**src/rtl/gol_pkg.sv**
```systemverilog
// Shared types for the Game-of-Life generation scheduler: FSM states and
// bank roles, plus the role-to-bank mapping used by the ping-pong swap.
package gol_pkg;

  typedef enum logic [2:0] {
    ST_DRAIN = 3'd0,
    ST_CLEAR = 3'd1,
    ST_LOAD  = 3'd2,
    ST_READY = 3'd3,
    ST_RUN   = 3'd4,
    ST_PAUSE = 3'd5
  } sched_state_e;

  // Bank roles expressed as the physical bank index while gen_sel=0.
  localparam logic [1:0] SRC_RD  = 2'd0;
  localparam logic [1:0] SRC_VGA = 2'd1;
  localparam logic [1:0] DST_A   = 2'd2;
  localparam logic [1:0] DST_B   = 2'd3;

  function automatic logic [1:0] bank_of(input logic [1:0] role, input logic gen_sel);
    return {role[1] ^ gen_sel, role[0]};
  endfunction

endpackage

```
**src/rtl/gen_tick_timer.sv**
```systemverilog
// Generation period timer: counts while enabled, holds otherwise, and flags a
// tick when the count reaches BASE_PERIOD << shift, restarting from zero.
module gen_tick_timer #(
  parameter int CNT_W       = 31,
  parameter int BASE_PERIOD = 99999
) (
  input  logic       clk,
  input  logic       reset_n,
  input  logic       en_i,
  input  logic       clr_i,
  input  logic [3:0] shift_i,
  output logic       tick_o
);

  logic [CNT_W-1:0] cnt_q;
  logic [CNT_W-1:0] period;

  assign period = CNT_W'(BASE_PERIOD) << shift_i;
  assign tick_o = en_i && (cnt_q >= period);

  always_ff @(posedge clk or negedge reset_n) begin
    if (!reset_n) begin
      cnt_q <= '0;
    end else if (clr_i || tick_o) begin
      cnt_q <= '0;
    end else if (en_i) begin
      cnt_q <= cnt_q + CNT_W'(1);
    end
  end

endmodule

```
**src/rtl/gen_bank_scheduler.sv**
```systemverilog
// Generation scheduler: sequences drain/clear/load/run phases and arbitrates
// the four ping-pong cell banks between clear, loader, Round engine and VGA.
module gen_bank_scheduler #(
  parameter int ADDR_W      = 24,
  parameter int DATA_W      = 32,
  parameter int CNT_W       = 31,
  parameter int BASE_PERIOD = 99999
) (
  input  logic                   clk,
  input  logic                   reset_n,
  input  logic                   cmd_start,
  input  logic                   cmd_pause,
  input  logic                   cmd_clear,
  input  logic                   cmd_reload,
  input  logic [3:0]             speed_shift,
  input  logic                   clear_done,
  input  logic                   load_done,
  input  logic                   round_busy,
  input  logic [ADDR_W-1:0]      clr_addr,
  input  logic [DATA_W-1:0]      clr_wdata,
  input  logic                   clr_wren,
  input  logic [ADDR_W-1:0]      ld_addr,
  input  logic [DATA_W-1:0]      ld_wdata,
  input  logic                   ld_wren,
  input  logic [ADDR_W-1:0]      rnd_raddr,
  input  logic [ADDR_W-1:0]      rnd_waddr,
  input  logic [DATA_W-1:0]      rnd_wdata,
  input  logic                   rnd_wren,
  input  logic [ADDR_W-1:0]      vga_addr,
  input  logic [3:0][DATA_W-1:0] bank_rdata,
  output logic [3:0][ADDR_W-1:0] bank_addr,
  output logic [3:0][DATA_W-1:0] bank_wdata,
  output logic [3:0]             bank_wren,
  output logic [3:0]             bank_rden,
  output logic [DATA_W-1:0]      rnd_rdata,
  output logic [DATA_W-1:0]      vga_rdata,
  output logic                   clear_start,
  output logic                   load_start,
  output logic                   evo_start,
  output logic                   gen_sel,
  output logic [2:0]             state_o,
  output logic [15:0]            gen_count,
  output logic [7:0]             overrun_cnt
);
  import gol_pkg::*;

  sched_state_e state_q;
  logic         gen_sel_q, load_pend_q, tick_pend_q;
  logic [15:0]  gen_count_q;
  logic [7:0]   overrun_q;
  logic         clear_start_q, load_start_q, evo_start_q;
  logic         gen_sel_d1_q, live_d1_q;
  logic         tick, is_live, go_drain, wr_ok;

  gen_tick_timer #(
    .CNT_W      (CNT_W),
    .BASE_PERIOD(BASE_PERIOD)
  ) u_timer (
    .clk    (clk),
    .reset_n(reset_n),
    .en_i   (state_q == ST_RUN),
    .clr_i  (state_q == ST_DRAIN),
    .shift_i(speed_shift),
    .tick_o (tick)
  );

  always_comb begin
    is_live  = (state_q == ST_READY) || (state_q == ST_RUN) || (state_q == ST_PAUSE);
    wr_ok    = (state_q == ST_RUN) || (state_q == ST_PAUSE);
    go_drain = is_live && (cmd_clear || (cmd_reload && (state_q != ST_RUN)));
  end

  always_ff @(posedge clk or negedge reset_n) begin
    if (!reset_n) begin
      state_q       <= ST_DRAIN;
      gen_sel_q     <= 1'b0;
      load_pend_q   <= 1'b0;
      tick_pend_q   <= 1'b0;
      gen_count_q   <= '0;
      overrun_q     <= '0;
      clear_start_q <= 1'b0;
      load_start_q  <= 1'b0;
      evo_start_q   <= 1'b0;
      gen_sel_d1_q  <= 1'b0;
      live_d1_q     <= 1'b0;
    end else begin
      clear_start_q <= 1'b0;
      load_start_q  <= 1'b0;
      evo_start_q   <= 1'b0;
      gen_sel_d1_q  <= gen_sel_q;
      live_d1_q     <= is_live;
      if (go_drain) begin
        state_q     <= ST_DRAIN;
        gen_sel_q   <= 1'b0;
        tick_pend_q <= 1'b0;
        gen_count_q <= '0;
        overrun_q   <= '0;
        if (!cmd_clear) load_pend_q <= 1'b1;
      end else begin
        unique case (state_q)
          ST_DRAIN: begin
            if (!round_busy) begin
              clear_start_q <= 1'b1;
              state_q       <= ST_CLEAR;
            end
          end
          ST_CLEAR: begin
            if (clear_done) begin
              if (load_pend_q) begin
                load_start_q <= 1'b1;
                load_pend_q  <= 1'b0;
                state_q      <= ST_LOAD;
              end else begin
                state_q <= ST_READY;
              end
            end
          end
          ST_LOAD: begin
            if (load_done) state_q <= ST_READY;
          end
          ST_READY, ST_PAUSE: begin
            if (cmd_start) state_q <= ST_RUN;
          end
          ST_RUN: begin
            // A tick and a pending tick collapse into a single swap.
            if ((tick || tick_pend_q) && !round_busy) begin
              gen_sel_q   <= ~gen_sel_q;
              evo_start_q <= 1'b1;
              gen_count_q <= gen_count_q + 16'd1;
              tick_pend_q <= 1'b0;
            end else if (tick) begin
              tick_pend_q <= 1'b1;
            end
            if (tick && round_busy && (overrun_q != 8'hFF)) overrun_q <= overrun_q + 8'd1;
            if (cmd_pause) state_q <= ST_PAUSE;
          end
          default: state_q <= ST_DRAIN;
        endcase
      end
    end
  end

  always_comb begin
    bank_addr  = '0;
    bank_wdata = '0;
    bank_wren  = '0;
    bank_rden  = '0;
    if (state_q == ST_CLEAR) begin
      for (int i = 0; i < 4; i++) begin
        bank_addr[i]  = clr_addr;
        bank_wdata[i] = clr_wdata;
        bank_wren[i]  = clr_wren;
      end
    end else if (state_q == ST_LOAD) begin
      for (int i = 0; i < 4; i++) begin
        bank_addr[i]  = ld_addr;
        bank_wdata[i] = ld_wdata;
        bank_wren[i]  = ld_wren;
      end
    end else if (is_live) begin
      bank_addr[bank_of(SRC_RD, gen_sel_q)]  = rnd_raddr;
      bank_rden[bank_of(SRC_RD, gen_sel_q)]  = 1'b1;
      bank_addr[bank_of(SRC_VGA, gen_sel_q)] = vga_addr;
      bank_rden[bank_of(SRC_VGA, gen_sel_q)] = 1'b1;
      bank_addr[bank_of(DST_A, gen_sel_q)]   = rnd_waddr;
      bank_wdata[bank_of(DST_A, gen_sel_q)]  = rnd_wdata;
      bank_wren[bank_of(DST_A, gen_sel_q)]   = rnd_wren && wr_ok;
      bank_addr[bank_of(DST_B, gen_sel_q)]   = rnd_waddr;
      bank_wdata[bank_of(DST_B, gen_sel_q)]  = rnd_wdata;
      bank_wren[bank_of(DST_B, gen_sel_q)]   = rnd_wren && wr_ok;
    end
  end

  // Read data belongs to the address issued one cycle earlier, so select with the delayed mapping.
  assign rnd_rdata = live_d1_q ? bank_rdata[bank_of(SRC_RD, gen_sel_d1_q)] : '0;
  assign vga_rdata = live_d1_q ? bank_rdata[bank_of(SRC_VGA, gen_sel_d1_q)] : '0;

  assign clear_start = clear_start_q;
  assign load_start  = load_start_q;
  assign evo_start   = evo_start_q;
  assign gen_sel     = gen_sel_q;
  assign state_o     = state_q;
  assign gen_count   = gen_count_q;
  assign overrun_cnt = overrun_q;

endmodule

```
**config.mk**
```make
export PLATFORM = sky130hd
export DESIGN_NAME = gen_bank_scheduler
export DESIGN_NICKNAME = d
export VERILOG_FILES = /design/src/rtl/gol_pkg.sv /design/src/rtl/gen_tick_timer.sv /design/src/rtl/gen_bank_scheduler.sv
export SDC_FILE = /design/constraint.sdc
export NUM_CORES = 1
export LEC_CHECK = 0
export BUFFER_PORTS_ARGS = -buffer_cell sky130_fd_sc_hd__buf_2
export CAP_MARGIN = 10
export CORE_AREA = 2 2 270 272
export DETAILED_ROUTE_END_ITERATION = 16
export DIE_AREA = 0 0 272 274
export GPL_TIMING_DRIVEN = 0
export SYNTH_ARGS = -nofsm -noshare
export SYNTH_HDL_FRONTEND = slang
export SYNTH_SLANG_ARGS = --single-unit
```
**constraint.sdc**
```tcl
create_clock -name clk -period 4.4 [get_ports clk]
set_input_delay 0.66 -clock clk [delete_from_list [all_inputs] [get_ports clk]]
set_output_delay 0.66 -clock clk [all_outputs]
set_load 0.02 [all_outputs]
```
==> out/metrics.yaml <==
yosys:
  ys_async_sr_fraction_pct: 100.0
  synth_edf_count: 0
  yosys.area_share.simple_pct: 25.08
  ys_seq_area_share_pct: 19.37
  synthFlopType: "dfrtp_1"
  yosys_warnings: 0
  synth.area.mux_share_pct: 14.12
  synthCells: 1173
  synth_cell_types: 54
  synth_top_area_share_pct: 19.37
  synth_area_per_cell_sq_um: 7.268
  synth_top_family_by_area: "simple AND/OR/NAND/NOR gates"
  synth_compound_area_share_pct: 21.59
  synth_adder_area_share_pct: 6.311
  ys_top_cells_by_area: "dfrtp_1 19%, mux2i_1 14%, nand2_1 8.1%, o21ai_0 7.0%, nor2b_1 6.9%"
  mappedNetlistArea_sq_um: 8526
  yosys.area.top_type: "dfrtp_1"
  synth-seq-cells: 66
  synthXorXnorAreaFrac_pct: 3.082
  syn_nets: 1576
drt:
  routed_via_density: 4.191
  ant_nets: 0
  wl_per_cell_microns: 22.92
  first_iter_violations: 845
  firstDrtPassIters: 6
  vias: 11945
  drt_wl_total_microns: 65330
  drc: 0
timing:
  rsz0062_at_grt: "false"
  max_freq_mhz: 234.9
  hold_ws_ns: 0.1119
  period_needed_ns: 4.258
  tns_ns: 0
  clock_skew_ns: 0.01046
  worst_slew_pin_slew_ns: 1.118
  finalSetupViolations: 0
  fin_crit_sh_pct: 96.76
  slew_headroom_pct: 25.49
  hold_violations: 0
  fin_ws_ns: 0.1424
  final_max_slew_viol_count: 0
clock_tree:
  cts_tree: "done"
  cts_buffer_depth: 2
  path_clk_slew_ns: 0.06
  cts_max_level: 3
  ctsHoldBuffers: 0
  clkLatencyLatePin_ns: 0.34
  clock_tree.root_cell: "clkbuf_16"
  cts_buffers: 9
  clock-sinks: 66
floorplan:
  io_pins: 687
  die-area_sq_um: 74530
  design.core.area_sq_um: 71970
  die_w_microns: 272
  start_util_pct: 11.85
  fp.dieH_microns: 274
  placementRows: 99
grt:
  grt_antenna_before_repair: 58
  grt_pass1_vias: 11016
  grt-ovfl-total: 0
  grt_max_degree: 65
  grt_util_all_layers_pct: 16.29
  grt_pass1_wl_microns: 85140
pwr:
  p_per_area_nw_per_um2: 619.1
  leakagePower_nw: 6.878
  peakVddDrop_mv: 0.5821
layout:
  layout_commonest_cell: "buf_2"
  mostFrequentLayoutCells: "695 x buf_2, 184 x nand2_1, 119 x o21ai_0"
  fill_cells: 8288
  nets: 2279
  drive_gt1_share_pct: 43.22
  syn_to_final_growth_pct: 60.32
critical_path:
  critPathCaptureType: "primary output"
  crit_arrival_ns: 3.60
  worst-setup-path-type: "flip-flop to primary output"
  required_ns: 3.74
  crit_fanout: 10
  start_kind: "flip-flop"
status:
  status: "finished, final reports clean"
place:
  place_congestion: 0.9828
  place_worst_setup_slack_ns: -0.5276
  hpwlAfterDp_microns: 57800
  port_buffers: 685
worst_hold_path:
  worstHoldPathType: "input port to async pin"
flow_run:
  maxCapViolCount: 0
==> final timing paths <==
path | startpoint | to | slack (ns) | cells after the start
max | state_o[1] | bank_wdata[60] | 0.14 | 9
min | reset_n | u_timer.cnt_q[22] | 0.11 | 1
min reg2reg | load_pend_q | load_start | 0.55 | 1
min in group clk | load_pend_q | load_start | 0.55 | 1
max reg2reg | state_o[1] | gen_count[9] | 1.31 | 7
max in group asynchronous | reset_n | gen_count[15] | 3.75 | 2
==> per-layer routing <==
metal	share of wire, %	global-route usage (%)	vias to the layer above
met5	0.22	0	-
met4	4.0	5.654	24
met3	9.8	5.587	156
met2	46	26.38	649
met1	40	20.05	5604
li1	-	-	5512
==> sequential cells by signal, summed over array words and instances (netlist names), 3 cells and up <==
name and cells:
u_timer.cnt_q 31, gen_count 16, overrun_cnt 8, state_o 3
==> report_power, final <==
part / internal, mW / switching [mW] / total [mW]
logic: 2.20 / 4.83 / 7.03
clock network: 0.473 / 0.289 / 0.761
registers: 0.638 / 0.0324 / 0.670
==> through the flow <==
step	power, mW	instance area [sq um]	instances	util [%]
after floorplan	4.708	8526	1173	-
after global placement	7.552	13150	2817	18.28
after detailed placement	7.577	13230	2820	18.38
after CTS	8.420	13600	2838	18.90
after global routing	8.879	13660	2848	18.99
final	8.462	13670	2850	18.99
==> critical path, stage by stage (launching register included) <==
cell and delay [ns]:
dfrtp_1 0.42, buf_2 0.23, nor2b_1 0.37, nor2b_4 0.39, clkbuf_2 0.39, clkbuf_2 0.54
a22oi_1 0.30, nand2_1 0.26, buf_4 0.15, buf_2 0.18
==> logic make-up after synthesis <==
| group | after synthesis |
|---|---|
| buffers and inverters | 162 |
| adders and majority gates | 43 |
| and+or+nand+nor | 436 |
| AOI/OAI and AO/OA | 316 |
| muxes | 120 |
| xor gates and xnor gates | 30 |
| DFF | 66 |
==> cells in the mapped netlist (3+ instances only) <==
master	n
mux2i_1	118
xor2_1	24
clkbuf_1	57
or4_1	15
o31ai_1	16
and4_1	3
buf_4	68
or3_1	6
dfrtp_1	66
xnor2_1	6
ha_1	43
o21ai_0	119
a211oi_1	5
a21oi_1	98
nor4_1	3
o211ai_1	4
nand2b_1	4
nand4_1	14
buf_1	15
nor2b_1	94
inv_1	9
buf_2	10
a22oi_1	58
nand2_1	184
nor2_1	59
nor3_1	7
and3_1	12
nand3_1	22
==> layout make-up <==
class | count | area [sq um] | area share (%)
inverter | 10 | 37.54 | 0.2746
tap | 959 | 1200 | 8.779
clock inverter | 5 | 61.31 | 0.4486
clock buffer | 11 | 252.7 | 1.849
sequential | 66 | 1652 | 12.08
antenna | 10 | 25.02 | 0.1831
buffer | 151 | 859.6 | 6.289
timing repair buffer | 693 | 3535 | 25.86
multi-input combinational | 945 | 6046 | 44.23
==> what timing repair did <==
item,4_1_cts,5_1_grt
endpoints found under the hold margin,0,0
endpoints found under the setup margin,148,77
resized for setup,12,10
pin swaps,1,2
setup buffers,2,3
Note: power is estimated with default switching activity, not from simulation.
